### src/rtl/krnl_vadd_sched_pkg.sv
// Shared kernel package for the vadd command scheduler: FSM states, width
// defaults and the chunk-size helper.
package krnl_vadd_sched_pkg;

  localparam int unsigned KRNL_ADDR_W      = 64;
  localparam int unsigned KRNL_LEN_W       = 32;
  localparam int unsigned KRNL_BURST_BYTES = 4096;

  typedef enum logic [2:0] {
    IDLE,
    ISSUE_A,
    ISSUE_B,
    ISSUE_C,
    DRAIN,
    DONE
  } sched_state_e;

  // Operands are passed at 64 bits so any LEN_W up to 64 can use the helper.
  function automatic logic [63:0] min_chunk(input logic [63:0] remaining,
                                            input logic [63:0] burst);
    return (remaining < burst) ? remaining : burst;
  endfunction

endpackage

### src/rtl/krnl_vadd_sched_credit.sv
// Saturating up/down credit counter that bounds the number of write chunks
// issued but not yet responded.
module vadd_credit_cnt #(
  parameter int unsigned MAX_OUT = 4,
  parameter int unsigned CNT_W   = $clog2(MAX_OUT + 1)
) (
  input  logic clk_i,
  input  logic rst_ni,
  input  logic inc_i,
  input  logic dec_i,
  output logic zero_o,
  output logic can_issue_o
);

  localparam logic [CNT_W-1:0] MaxCnt = CNT_W'(MAX_OUT);

  logic [CNT_W-1:0] cnt_q, cnt_d;

  // Simultaneous increment and decrement cancel; a decrement at zero is dropped.
  always_comb begin
    cnt_d = cnt_q;
    if (inc_i && !dec_i && (cnt_q != MaxCnt)) begin
      cnt_d = cnt_q + CNT_W'(1);
    end else if (dec_i && !inc_i && (cnt_q != '0)) begin
      cnt_d = cnt_q - CNT_W'(1);
    end
  end

  always_ff @(posedge clk_i or negedge rst_ni) begin
    if (!rst_ni) begin
      cnt_q <= '0;
    end else begin
      cnt_q <= cnt_d;
    end
  end

  assign zero_o = (cnt_q == '0);

  // Looks at the next count so a registered valid can rise the cycle a credit frees.
  assign can_issue_o = (cnt_d < MaxCnt);

endmodule

### src/rtl/krnl_vadd_sched.sv
// vadd command scheduler: splits an ap_ctrl_hs job into burst chunks and
// issues A/B read commands and a C write command per chunk, credit-limited.
module krnl_vadd_sched
  import krnl_vadd_sched_pkg::*;
#(
  parameter int unsigned ADDR_W      = KRNL_ADDR_W,
  parameter int unsigned LEN_W       = KRNL_LEN_W,
  parameter int unsigned DATA_BYTES  = 64,
  parameter int unsigned BURST_BYTES = KRNL_BURST_BYTES,
  parameter int unsigned MAX_OUT     = 4
) (
  input  logic              ap_clk,
  input  logic              ap_rst_n,
  input  logic              ap_start,
  output logic              ap_idle,
  output logic              ap_ready,
  output logic              ap_done,
  input  logic [ADDR_W-1:0] base_a,
  input  logic [ADDR_W-1:0] base_b,
  input  logic [ADDR_W-1:0] base_c,
  input  logic [LEN_W-1:0]  len_bytes,
  output logic              rd_cmd_valid,
  input  logic              rd_cmd_ready,
  output logic [ADDR_W-1:0] rd_cmd_addr,
  output logic [LEN_W-1:0]  rd_cmd_bytes,
  output logic              rd_cmd_sel,
  output logic              wr_cmd_valid,
  input  logic              wr_cmd_ready,
  output logic [ADDR_W-1:0] wr_cmd_addr,
  output logic [LEN_W-1:0]  wr_cmd_bytes,
  input  logic              wr_resp
);

  sched_state_e      state_q, state_d;
  logic [ADDR_W-1:0] cur_a_q, cur_a_d, cur_b_q, cur_b_d, cur_c_q, cur_c_d;
  logic [LEN_W-1:0]  rem_q, rem_d, chunk_q, chunk_d;
  logic [LEN_W-1:0]  len_floor;

  logic              idle_q, idle_d, done_q, done_d;
  logic              rd_valid_q, rd_valid_d, rd_sel_q, rd_sel_d;
  logic [ADDR_W-1:0] rd_addr_q, rd_addr_d;
  logic [LEN_W-1:0]  rd_bytes_q, rd_bytes_d;
  logic              wr_valid_q, wr_valid_d;
  logic [ADDR_W-1:0] wr_addr_q, wr_addr_d;
  logic [LEN_W-1:0]  wr_bytes_q, wr_bytes_d;

  logic rd_hs, wr_hs, cnt_zero, can_issue;

  assign rd_hs     = rd_valid_q && rd_cmd_ready;
  assign wr_hs     = wr_valid_q && wr_cmd_ready;
  assign len_floor = len_bytes & ~LEN_W'(DATA_BYTES - 1);

  vadd_credit_cnt #(
    .MAX_OUT(MAX_OUT)
  ) u_credit (
    .clk_i      (ap_clk),
    .rst_ni     (ap_rst_n),
    .inc_i      (wr_hs),
    .dec_i      (wr_resp),
    .zero_o     (cnt_zero),
    .can_issue_o(can_issue)
  );

  // A zero-length job passes through DRAIN (credits are already zero) so its
  // ap_done lands on the same cycle-2 slot as every other DRAIN exit.
  always_comb begin
    state_d = state_q;
    cur_a_d = cur_a_q;
    cur_b_d = cur_b_q;
    cur_c_d = cur_c_q;
    rem_d   = rem_q;
    chunk_d = chunk_q;
    unique case (state_q)
      IDLE: begin
        if (ap_start) begin
          cur_a_d = base_a;
          cur_b_d = base_b;
          cur_c_d = base_c;
          rem_d   = len_floor;
          state_d = (len_floor == '0) ? DRAIN : ISSUE_A;
        end
      end
      ISSUE_A: if (rd_hs) state_d = ISSUE_B;
      ISSUE_B: if (rd_hs) state_d = ISSUE_C;
      ISSUE_C: begin
        if (wr_hs) begin
          cur_a_d = cur_a_q + ADDR_W'(chunk_q);
          cur_b_d = cur_b_q + ADDR_W'(chunk_q);
          cur_c_d = cur_c_q + ADDR_W'(chunk_q);
          rem_d   = rem_q - chunk_q;
          state_d = (rem_q == chunk_q) ? DRAIN : ISSUE_A;
        end
      end
      DRAIN:   if (cnt_zero) state_d = DONE;
      DONE:    state_d = IDLE;
      default: state_d = IDLE;
    endcase
    if ((state_d == ISSUE_A) && (state_q != ISSUE_A)) begin
      chunk_d = LEN_W'(min_chunk(64'(rem_d), 64'(BURST_BYTES)));
    end
  end

  // Outputs are registered from next-state values so commands appear the
  // cycle the FSM enters the issuing state.
  always_comb begin
    idle_d     = (state_d == IDLE);
    done_d     = (state_d == DONE);
    rd_valid_d = ((state_d == ISSUE_A) && can_issue) || (state_d == ISSUE_B);
    rd_sel_d   = (state_d == ISSUE_B);
    rd_addr_d  = rd_addr_q;
    rd_bytes_d = rd_bytes_q;
    wr_valid_d = (state_d == ISSUE_C);
    wr_addr_d  = wr_addr_q;
    wr_bytes_d = wr_bytes_q;
    if (state_d == ISSUE_A) begin
      rd_addr_d  = cur_a_d;
      rd_bytes_d = chunk_d;
    end else if (state_d == ISSUE_B) begin
      rd_addr_d  = cur_b_d;
      rd_bytes_d = chunk_d;
    end
    if (state_d == ISSUE_C) begin
      wr_addr_d  = cur_c_d;
      wr_bytes_d = chunk_d;
    end
  end

  always_ff @(posedge ap_clk or negedge ap_rst_n) begin
    if (!ap_rst_n) begin
      state_q    <= IDLE;
      cur_a_q    <= '0;
      cur_b_q    <= '0;
      cur_c_q    <= '0;
      rem_q      <= '0;
      chunk_q    <= '0;
      idle_q     <= 1'b1;
      done_q     <= 1'b0;
      rd_valid_q <= 1'b0;
      rd_sel_q   <= 1'b0;
      rd_addr_q  <= '0;
      rd_bytes_q <= '0;
      wr_valid_q <= 1'b0;
      wr_addr_q  <= '0;
      wr_bytes_q <= '0;
    end else begin
      state_q    <= state_d;
      cur_a_q    <= cur_a_d;
      cur_b_q    <= cur_b_d;
      cur_c_q    <= cur_c_d;
      rem_q      <= rem_d;
      chunk_q    <= chunk_d;
      idle_q     <= idle_d;
      done_q     <= done_d;
      rd_valid_q <= rd_valid_d;
      rd_sel_q   <= rd_sel_d;
      rd_addr_q  <= rd_addr_d;
      rd_bytes_q <= rd_bytes_d;
      wr_valid_q <= wr_valid_d;
      wr_addr_q  <= wr_addr_d;
      wr_bytes_q <= wr_bytes_d;
    end
  end

  assign ap_idle      = idle_q;
  assign ap_done      = done_q;
  assign ap_ready     = done_q;
  assign rd_cmd_valid = rd_valid_q;
  assign rd_cmd_sel   = rd_sel_q;
  assign rd_cmd_addr  = rd_addr_q;
  assign rd_cmd_bytes = rd_bytes_q;
  assign wr_cmd_valid = wr_valid_q;
  assign wr_cmd_addr  = wr_addr_q;
  assign wr_cmd_bytes = wr_bytes_q;

endmodule

### config.mk
export PLATFORM = sky130hd
export DESIGN_NAME = krnl_vadd_sched
export DESIGN_NICKNAME = d
export VERILOG_FILES = /design/src/rtl/krnl_vadd_sched_pkg.sv /design/src/rtl/krnl_vadd_sched_credit.sv /design/src/rtl/krnl_vadd_sched.sv
export SDC_FILE = /design/constraint.sdc
export NUM_CORES = 1
export LEC_CHECK = 0
export CORE_ASPECT_RATIO = 0.7
export CORE_MARGIN = 2
export CORE_UTILIZATION = 25
export CTS_CLUSTER_SIZE = 16
export DETAILED_ROUTE_END_ITERATION = 8
export MAX_ROUTING_LAYER = met4
export PLACE_DENSITY_LB_ADDON = 0.1
export REMOVE_ABC_BUFFERS = 1
export SLEW_MARGIN = 20
export SYNTH_ARGS = -nofsm -noshare
export SYNTH_HDL_FRONTEND = slang
export SYNTH_SLANG_ARGS = --single-unit
### constraint.sdc
create_clock -name ap_clk -period 7.33 [get_ports ap_clk]
set_input_delay 0.733 -clock ap_clk [delete_from_list [all_inputs] [get_ports ap_clk]]
set_output_delay 0.733 -clock ap_clk [all_outputs]
set_load 0.05 [all_outputs]
Yosys cells after proc, flatten, opt, wreduce, memory -nomap -nowiden
Cells that the tools add are included.
{"block": "op_classes", "n_addsub": 6, "magnitude_cmp": 2, "eq_ne": 11, "muxes": 28, "n_reduce_logical": 17}
{"op": "$mux 64", "n": 8}
{"op": "$pmux 64 s2", "n": 3}
{"op": "$add 64x32->64", "n": 3}
{"op": "$mux 32", "n": 6}
{"op": "$pmux 32 s2", "n": 1}
{"op": "$eq 32x32->1", "n": 1}
{"op": "$logic_not 32->1", "n": 1}
{"op": "$lt 32x13->1 const B", "n": 1}
{"op": "$sub 32x32->32", "n": 1}
{"op": "$mux 3", "n": 9}
{"op": "$pmux 3 s5", "n": 1}
{"op": "$eq 3x2->1 const B", "n": 4}
{"op": "$logic_not 3->1", "n": 3}
{"op": "$logic_and 1x1->1", "n": 8}
{"op": "$eq 3x1->1 const B", "n": 2}
{"op": "$eq 3x3->1 const B", "n": 2}
{"op": "$add 3x1->3 const B", "n": 1}
{"op": "$lt 3x3->1 const B", "n": 1}
{"op": "$ne 3x1->1 const B", "n": 1}
{"op": "$ne 3x3->1 const B", "n": 1}
{"op": "$reduce_bool 3->1", "n": 1}
{"op": "$sub 3x1->3 const B", "n": 1}
{"op": "$logic_not 1->1", "n": 2}
{"op": "$reduce_bool 2->1", "n": 1}
{"op": "$logic_or 1x1->1", "n": 1}
{"block": "totals", "ff_bits": 459, "inputBits": 230, "out_inout_bits": 198}

Logic depth before layout (Yosys ltp)
Gate-level depths: netlist of the first run.
{"block": "depth", "depth_word": 9, "depth_mapped": 16, "depth_no_buf": 14}

Modules after synthesis
A second synthesis of the first run with hierarchy kept.
{"block": "hier_totals", "cells_unflattened": 3045, "hier_area_um2": 27207.3}
{"module": "krnl_vadd_sched", "instances": 1, "cells_per_inst": 3011, "area_each_um2": 26914.6}
{"module": "vadd_credit_cnt", "instances": 1, "cells_per_inst": 34, "area_each_um2": 292.8}

Worst setup path after synthesis of the first run
Ideal clock, no wire load.
{"block": "synth_path", "kind": "reg2reg", "from": "register chunk_q[0]", "to": "register chunk_q[11]", "setup_time_ps": 83, "arrival_time_ps": 3522, "path_slack_ps": 3725, "path_stages_with_launch": 15, "path_cell_list": "dfrtp_1 -> ha_1 -> inv_1 -> fa_1 -> a211o_1 -> a211o_1 -> a221oi_4 -> xor2_1 -> o21ai_1 -> a211o_1 -> or4_4 -> nor4_4 -> nand3_1 -> buf_2 -> o22ai_1"}
{"element": "start: declaration", "line_no": "krnl_vadd_sched.sv:36", "rtl": "logic [LEN_W-1:0] rem_q, rem_d, chunk_q, chunk_d;"}
{"element": "start signal: assignment", "line_no": "krnl_vadd_sched.sv:151", "rtl": "chunk_q <= chunk_d;"}
{"element": "$sub 32x32->32", "line_no": "krnl_vadd_sched.sv:90", "rtl": "rem_d = rem_q - chunk_q;"}
{"element": "$mux 32", "line_no": "krnl_vadd_sched.sv:86", "rtl": "if (wr_hs) begin"}
{"element": "$pmux 32 s2", "line_no": "krnl_vadd_sched.sv:73", "rtl": "unique case (state_q)"}
{"element": "net rem_d[14]", "line_no": "krnl_vadd_sched.sv:36"}
{"element": "$lt 32x13->1", "line_no": "krnl_vadd_sched_pkg.sv:21", "rtl": "return (remaining < burst) ? remaining : burst;"}
{"element": "$mux 32", "line_no": "krnl_vadd_sched_pkg.sv:21"}
{"element": "$mux 32", "line_no": "krnl_vadd_sched.sv:98", "rtl": "if ((state_d == ISSUE_A) && (state_q != ISSUE_A)) begin"}
{"element": "net chunk_d[11]", "line_no": "krnl_vadd_sched.sv:36"}
The timed path passes the listed nets, and every way through them passes these cells.
A chain may end at the register's enable or synchronous reset.

Final worst setup path of the first run
{"block": "layout_path", "from": "register chunk_q[0]", "to": "register rd_bytes_q[12] (netlist: rd_cmd_bytes[12])"}
{"element": "$sub 32x32->32 (*)", "line_no": "krnl_vadd_sched.sv:90"}
{"element": "$mux 32 (*)", "line_no": "krnl_vadd_sched.sv:86"}
{"element": "$pmux 32 s2 (*)", "line_no": "krnl_vadd_sched.sv:73"}
{"element": "net rem_d[16]", "line_no": "krnl_vadd_sched.sv:36"}
{"element": "$lt 32x13->1 (*)", "line_no": "krnl_vadd_sched_pkg.sv:21"}
{"element": "$mux 32 (*)", "line_no": "krnl_vadd_sched_pkg.sv:21"}
{"element": "$mux 32 (*)", "line_no": "krnl_vadd_sched.sv:98"}
{"element": "$mux 32", "line_no": "krnl_vadd_sched.sv:118", "rtl": "end else if (state_d == ISSUE_B) begin"}
{"element": "$mux 32 (*)", "line_no": "krnl_vadd_sched.sv:115", "rtl": "if (state_d == ISSUE_A) begin"}
{"element": "end signal: assignment", "line_no": "krnl_vadd_sched.sv:157", "rtl": "rd_bytes_q <= rd_bytes_d;"}
{"element": "end: declaration", "line_no": "krnl_vadd_sched.sv:42", "rtl": "logic [LEN_W-1:0] rd_bytes_q, rd_bytes_d;"}
Mark *: on every way through the listed nets, which the timed path passes. The rest lies on a longest branch. The select of a mux whose other input is x is not followed.

==> implementation parameters, run 1 <==
Parameter                              Value

Logic synthesis
  Post-synthesis register bit count    about 460
  Most used DFF post-synth    sky130_fd_sc_hd__dfrtp_1
  Post-synth top area share    a little over two fifths
  Sequential element share of the synthesized area    41.9%
  EDFF count, synth    0
  Share of flip-flops with an asynchronous set or reset after synthesis    100%
  Syn Inst Count    around 3100
  Dominant cell by count in the synthesized netlist    sky130_fd_sc_hd__dfrtp_1
  Area of the mapped netlist    between 20000 and 30000 um^2
  Synth Warn #    0
  Leading area contributor after synthesis    sky130_fd_sc_hd__dfrtp_1
  Count of unique library cells instantiated by Yosys    slightly below 90
  List of most frequent post-synthesis cells    sky130_fd_sc_hd__dfrtp_1, sky130_fd_sc_hd__nand2_1, sky130_fd_sc_hd__o21ai_0, sky130_fd_sc_hd__a21oi_1, sky130_fd_sc_hd__nor2_1
  Post-Syn Area per Cell    8.97 um^2
  Top area cells in the synthesized netlist    sky130_fd_sc_hd__dfrtp_1, sky130_fd_sc_hd__ha_1, sky130_fd_sc_hd__o21ai_0

Cells and area
  Net total in the final layout    3770
  Area taken by flip-flops and latches    around 11000 um^2
  Multi-input gate area in the final layout    between 10000 and 15000 um^2
  Area growth from synthesis to layout    28.3%
  Share of final-layout standard cells stronger than drive strength 1    around 5.7%
  Total of fill cells in the finished design    11348

Pwr
  Leakage component of the power    between 15 and 20 nW
  Sequential cell fraction of total power    between 20% and 30%
  Sw Pwr    7.34 mW
  Power density over the cells    approximately 430 nW/um^2
  Maximum vdd ir drop    0.317 mV
  Clock network fraction of total power    approximately a fifth
  Internal Pwr Total    a little under 8 mW
  Switching power share of the total    between 40% and 50%
  Logic pwr share    52.6%

GRT
  Global-route wire length before repair    177000 um
  Global routing's busiest layer    met1
  Global-route track usage on met1    32.9%
  Global router's overall resource usage    between 20% and 30%
  Met2 usage    30.1%
  Initial antenna violation count    6
  Residual overflow from global routing    0
  Pin count of the biggest net entering global routing    around 160
  Vias in the first global route    25043
  GR Util met3    around 3.7%

Clock network
  Setup Fix Bufs, Post-CTS    0
  Worst skew pair latency    about 0.65 ns
  CTS tree    built
  Gates resized, CTS repair    0
  Largest buffer count on any clock path    3
  Cts hold-fix bufs    0
  CTS HTree Levels    2
  CTS Root Buffer Type    sky130_fd_sc_hd__clkbuf_16
  Clock-pin slew of the registers on the worst-case setup and hold paths    ~0.060 ns
  Clock buffer count from CTS    55
  Total clock sinks    459

Place
  Sum of net half-perimeters after detailed placement    between 80000 and 90000 um
  Number of buffers added on ports    ~420
  Routability Congestion    ~0.9
  Post-placement worst setup slack    1.80 ns

Timing
  Crit path setup slack, layout    around 1.9 ns
  Final min period    approximately 5.4 ns
  Peak Freq    about 0.18 GHz
  Number of endpoints with negative hold slack in the final report    0
  Final max-slew violation count    0
  RSZ-0062 raised after global routing    false
  Total negative setup slack    0 ns
  Skew final    ~0.03 ns
  Total of endpoints with negative setup slack in the final report    0
  Slew of the pin with the lowest slew margin    around 1.2 ns
  Headroom to the max-slew limit    approximately a fifth
  Part of the cycle the worst path needs    74.0%

Setup path
  CP max stage cell    sky130_fd_sc_hd__nand3_1
  Signal arrival time at the worst endpoint    5.95 ns
  Cells traversed along the worst timing path    ha_1 > inv_1 > fa_1 > a211o_1 > a2111oi_0 > o21ai_1 > a311oi_2 > xor2_1 > o21ai_1 > a211o_1 > nor4b_2 > nand3_1 > o221a_2
  Crit. End Element    register
  Critical path type    register to register
  Required time at the worst-slack endpoint    around 8 ns
  Critical Path Source Type    register
  Critical Path Fanout Max    22
  Largest stage delay on the critical path    between 0.8 and 0.9 ns

Die
  Area of the die    around 110000 um^2
  Vert. Die Dim    between 200 and 300 um
  Number of rows in the core area    between 100 and 150
  CORE AREA    ~110000 um^2
  Ports placed on the boundary    428
  Initial core utilization    25.3%
  Horizontal die dimension    ~400 um

Drt
  Iteration-0 DRC Markers    roughly 2000
  Number of vias per cell after detailed routing    roughly 5.2
  Final ANT Viol Nets    0
  Iteration count of the initial detailed-routing pass    7
  Average routed wire per standard cell    roughly 25 um
  Drt total wl    122000 um
  Vias    25665
  Drc violations    0

Job
  Max_cap viols    0

Worst hold path
  Hold/Removal Path Class    primary input to asynchronous set/reset pin

Outcome
  Status    complete, no violations
[layout by cell type, fill, tap and decap left out, types with 96 or more instances in the layout]
master / n
sky130_fd_sc_hd__ha_1: 130
sky130_fd_sc_hd__o21ai_0: 282
sky130_fd_sc_hd__clkdlybuf4s50_1: 420
sky130_fd_sc_hd__inv_1: 135
sky130_fd_sc_hd__a22oi_1: 112
sky130_fd_sc_hd__nor2_1: 150
sky130_fd_sc_hd__nand2_1: 373
sky130_fd_sc_hd__a21oi_1: 172
sky130_fd_sc_hd__dfrtp_1: 458
sky130_fd_sc_hd__a21o_1: 96
[power by group through the flow]
stage                     logic, mW  registers, mW  clock network [mW]
after floorplan                4.03           5.06                   0
after global placement         7.98           4.24                   0
after detailed placement       7.96           4.22                   0
after CTS                      7.99           4.20                3.07
after global routing           8.67           4.32                3.16
final                          7.95           4.21                2.97
[stage by stage]
stage	hold WS, ns	instance area [um^2]	utilization [%]	total power, mW	instances
2_1_floorplan	0.437	26700	-	9.10	2880
3_3_place_gp	0.459	33300	30.6	12.2	4791
3_5_place_dp	0.460	33300	30.6	12.2	4791
4_1_cts	0.104	35100	32.4	15.3	4894
5_1_grt	0.149	35200	32.4	16.2	4897
6_report	0.111	35200	32.4	15.1	4901
[state kept, by name (all words and copies together) (netlist names)]
register        count
rd_cmd_sel          1
chunk_q            32
rd_cmd_addr        64
wr_cmd_bytes       32
u_credit.cnt_q      3
rd_cmd_valid        1
cur_a_q            64
wr_cmd_addr        64
cur_b_q            64
ap_idle             1
wr_cmd_valid        1
rd_cmd_bytes       32
ap_done             1
cur_c_q            64
state_q             3
rem_q              32
[cells by family after synthesis]
kind of cell    count (synthesis)  synth area share (%)
compound gates               1064                  26.3
xor+xnor                      119                  3.80
fa+ha+maj                     134                  6.23
buf+inv                       312                  4.35
flops                         459                  41.9
mux                            31                  1.19
simple gates                  936                  16.3
[layout make-up]
| class | count | share of cell area [%] |
|---|---|---|
| Antenna cell | 7 | 0.0498 |
| Inverter | 137 | 1.46 |
| Tap cell | 1442 | 5.13 |
| Sequential cell | 459 | 32.7 |
| Timing Repair Buffer | 469 | 13.2 |
| Multi-Input combinational cell | 2284 | 42.1 |
| Clock inverter | 15 | 0.569 |
| Clock buffer | 88 | 4.81 |
[final timing paths]
kind                                      from                to  slack (ns)  depth (start not counted)
min in group ap_clk             rd_cmd_addr[6]    rd_cmd_addr[6]        0.47                          2
worst max register to register      chunk_q[0]  rd_cmd_bytes[12]        1.91                         13
worst min register to register  rd_cmd_addr[6]    rd_cmd_addr[6]        0.47                          2
worst max-delay path                chunk_q[0]  rd_cmd_bytes[12]        1.91                         13
worst min-delay path                  ap_rst_n   wr_cmd_addr[60]        0.11                          1
max in group asynchronous             ap_rst_n   rd_cmd_addr[14]        5.90                          2
[per-layer routing]
| metal | share of wire, % | vias up | wire, um |
|---|---|---|---|
| met5 | 0 | - | 0 |
| met4 | 2.0 | 0 | 2460 |
| met3 | 5.7 | 131 | 6980 |
| met2 | 42 | 712 | 51000 |
| met1 | 51 | 12699 | 61700 |
| li1 | - | 12123 | - |
[critical path, delay by kind of cell, from the launching register on]
kind	cells	cell delay, ns
buffers and inverters	1	0.05
AO/OA/AOI/OAI	7	2.61
XOR/XNOR	1	0.18
flip-flops	1	0.56
adder cells (fa/ha/maj)	2	0.68
AND/OR/NAND/NOR	2	1.22
Note: power is estimated with default switching activity, not from simulation.
==> run 2: changes to the inputs <==
Clock period 7.33 ns to 5.38 ns, I/O delays scaled along.
==> implementation parameters, run 2 (synthesis results as in run 1) <==
Parameter                              Value

Timing
  Final worst hold slack    0.453 ns (was 0.111 ns)
  Final min period    4.81 ns (was 5.42 ns)
  Skew final    0.0279 ns (was 0.0299 ns)
  Total of endpoints with negative setup slack in the final report    0 (unchanged)
  RSZ-0062 raised after global routing    false (unchanged)
  Crit path setup slack, layout    0.568 ns (was 1.91 ns)
  Peak Freq    0.208 GHz (was 0.184 GHz)
  Final max-slew violation count    0 (unchanged)
  Slew of the pin with the lowest slew margin    1.12 ns (was 1.19 ns)
  Headroom to the max-slew limit    25.2% (was 20.6%)
  Part of the cycle the worst path needs    89.4% (was 74.0%)
  Number of endpoints with negative hold slack in the final report    0 (unchanged)

Place
  Number of buffers added on ports    421 (unchanged)
  Post-placement worst setup slack    0.687 ns (was 1.80 ns)
  Routability Congestion    0.872 (was 0.900)
  Sum of net half-perimeters after detailed placement    89000 um (was 88400 um)
  Number of placed instances with taps included    4808 (was 4791)

Clock network
  Setup Fix Bufs, Post-CTS    0 (unchanged)
  Clock-pin slew of the registers on the worst-case setup and hold paths    0.06 ns (about the same)
  Worst skew pair latency    0.64 ns (was 0.65 ns)
  CTS Root Buffer Type    sky130_fd_sc_hd__clkbuf_16 (unchanged)
  Clock buffer count from CTS    54 (was 55)
  CTS tree    built (unchanged)
  Cts hold-fix bufs    1 (was 0)
  Total clock sinks    459 (unchanged)
  CTS HTree Levels    2 (unchanged)
  Gates resized, CTS repair    0 (unchanged)
  Largest buffer count on any clock path    3 (unchanged)

Setup path
  Critical path type    register to register (unchanged)
  Required time at the worst-slack endpoint    5.84 ns (was 7.86 ns)
  Crit. End Element    register (unchanged)
  Critical Path Source Type    register (unchanged)
  Critical Path Fanout Max    22 (unchanged)
  Signal arrival time at the worst endpoint    5.27 ns (was 5.95 ns)

Drt
  Vias    25568 (was 25665)
  Final ANT Viol Nets    0 (unchanged)
  Iteration count of the initial detailed-routing pass    6 (was 7)
  Average routed wire per standard cell    24.7 um (was 24.9 um)
  Drt total wl    121000 um (was 122000 um)
  Iteration-0 DRC Markers    2013 (was 1980)
  Number of vias per cell after detailed routing    5.21 (was 5.24)
  Drc violations    0 (unchanged)

Cells and area
  Count of non-filler cells in the finished layout    4910 (was 4901)
  Final design utilization    32.5% (was 32.4%)
  Most common cell after layout, fill and taps aside    sky130_fd_sc_hd__dfrtp_1 (unchanged)
  Area growth from synthesis to layout    28.6% (was 28.3%)
  Share of final-layout standard cells stronger than drive strength 1    6.04% (was 5.68%)
  Most frequent cells in the layout    sky130_fd_sc_hd__dfrtp_1, sky130_fd_sc_hd__clkdlybuf4s50_1, sky130_fd_sc_hd__nand2_1 (unchanged)
  Net total in the final layout    3787 (was 3770)

GRT
  Vias in the first global route    25222 (was 25043)
  Pin count of the biggest net entering global routing    147 (was 155)
  Residual overflow from global routing    0 (unchanged)
  Initial antenna violation count    12 (was 6)
  Global router's overall resource usage    21.8% (was 21.9%)
  Global-route wire length before repair    177000 um (about the same)

Job
  Max_cap viols    0 (unchanged)

Die
  Vert. Die Dim    281 um (unchanged)
  Number of rows in the core area    101 (unchanged)
  Ports placed on the boundary    428 (unchanged)
  Area of the die    112000 um^2 (unchanged)
  CORE AREA    109000 um^2 (unchanged)
  Horizontal die dimension    400 um (unchanged)
  Initial core utilization    25.3% (unchanged)

Pwr
  Power density over the cells    584 nW/um^2 (was 430 nW/um^2)
  Maximum vdd ir drop    0.486 mV (was 0.317 mV)
  Total power of the final layout    20.6 mW (was 15.1 mW)
  Leakage component of the power    15.6 nW (was 15.5 nW)

Worst hold path
  Hold/Removal Path Class    primary input to register (was primary input to asynchronous set/reset pin)

Outcome
  Status    complete, no violations (unchanged)
[run 2: changes by cell type in the layout (fill, tap and decap cells not counted), sizes merged]
cell / previous run / this run
clkbuf: 88 / 76
inv: 138 / 140
clkinv: 9 / 10
bufinv: 4 / 6
diode: 7 / 5
buf: 49 / 66
dlygate4sd3: 0 / 1
[run 2: area by class of cell]
cell class / count / area (um^2)
Antenna cell: 5 / 12.5
Clock buffer: 76 / 1550
Clock inverter: 20 / 287
Fill cell: 11299 / 73300
Inverter: 137 / 514
Multi-Input combinational cell: 2284 / 14800
Sequential cell: 459 / 11500
Tap cell: 1442 / 1800
Timing Repair Buffer: 487 / 4790
[run 2: per-layer routing]
metal / vias to the layer above / wire (um) / GRT usage (%)
met2: 686 / 51200 / 30.8
met1: 12603 / 62000 / 32.9
met3: 127 / 6210 / 2.90
met4: 0 / 2020 / 4.22
met5: - / 0 / -
li1: 12152 / - / -
[run 2: through the flow]
step	setup TNS (ns)	area (um^2)
finish	0	35200
global route	0	35200
CTS	0	35200
detailed placement	0	33400
global placement	0	33400
floorplan	-1522.08	26700
[run 2: critical path, cell delays in order (launching register included)]
cell and delay, ns:
sky130_fd_sc_hd__dfrtp_1 0.49, sky130_fd_sc_hd__inv_1 0.29, sky130_fd_sc_hd__fa_1 0.55, sky130_fd_sc_hd__a211o_1 0.38, sky130_fd_sc_hd__a211o_1 0.33, sky130_fd_sc_hd__a221oi_4 0.48
sky130_fd_sc_hd__o21ai_2 0.23, sky130_fd_sc_hd__xnor2_1 0.29, sky130_fd_sc_hd__o21ai_0 0.15, sky130_fd_sc_hd__a2111o_1 0.46, sky130_fd_sc_hd__nor4_4 0.43, sky130_fd_sc_hd__nand3_1 0.13
sky130_fd_sc_hd__buf_4 0.27, sky130_fd_sc_hd__a21boi_0 0.16
[run 2: worst paths after layout]
kind / startpoint / to / slack [ns] / cells after the start
worst min-delay path: base_c[42] / cur_c_q[42] / 0.45 / 3
max in group asynchronous: ap_rst_n / cur_a_q[17] / 3.59 / 3
worst min register to register: rd_cmd_addr[6] / rd_cmd_addr[6] / 0.48 / 2
worst max register to register: chunk_q[1] / chunk_q[12] / 0.57 / 13
min in group asynchronous: ap_rst_n / wr_cmd_addr[55] / 0.50 / 2
worst max-delay path: chunk_q[1] / chunk_q[12] / 0.57 / 13
[run 2: power by group]
group	internal, mW	leakage (nW)	switching, mW
Sequential	4.69	5.94	1.06
Combinational	3.63	8.76	7.26
Clock	2.29	0.901	1.67
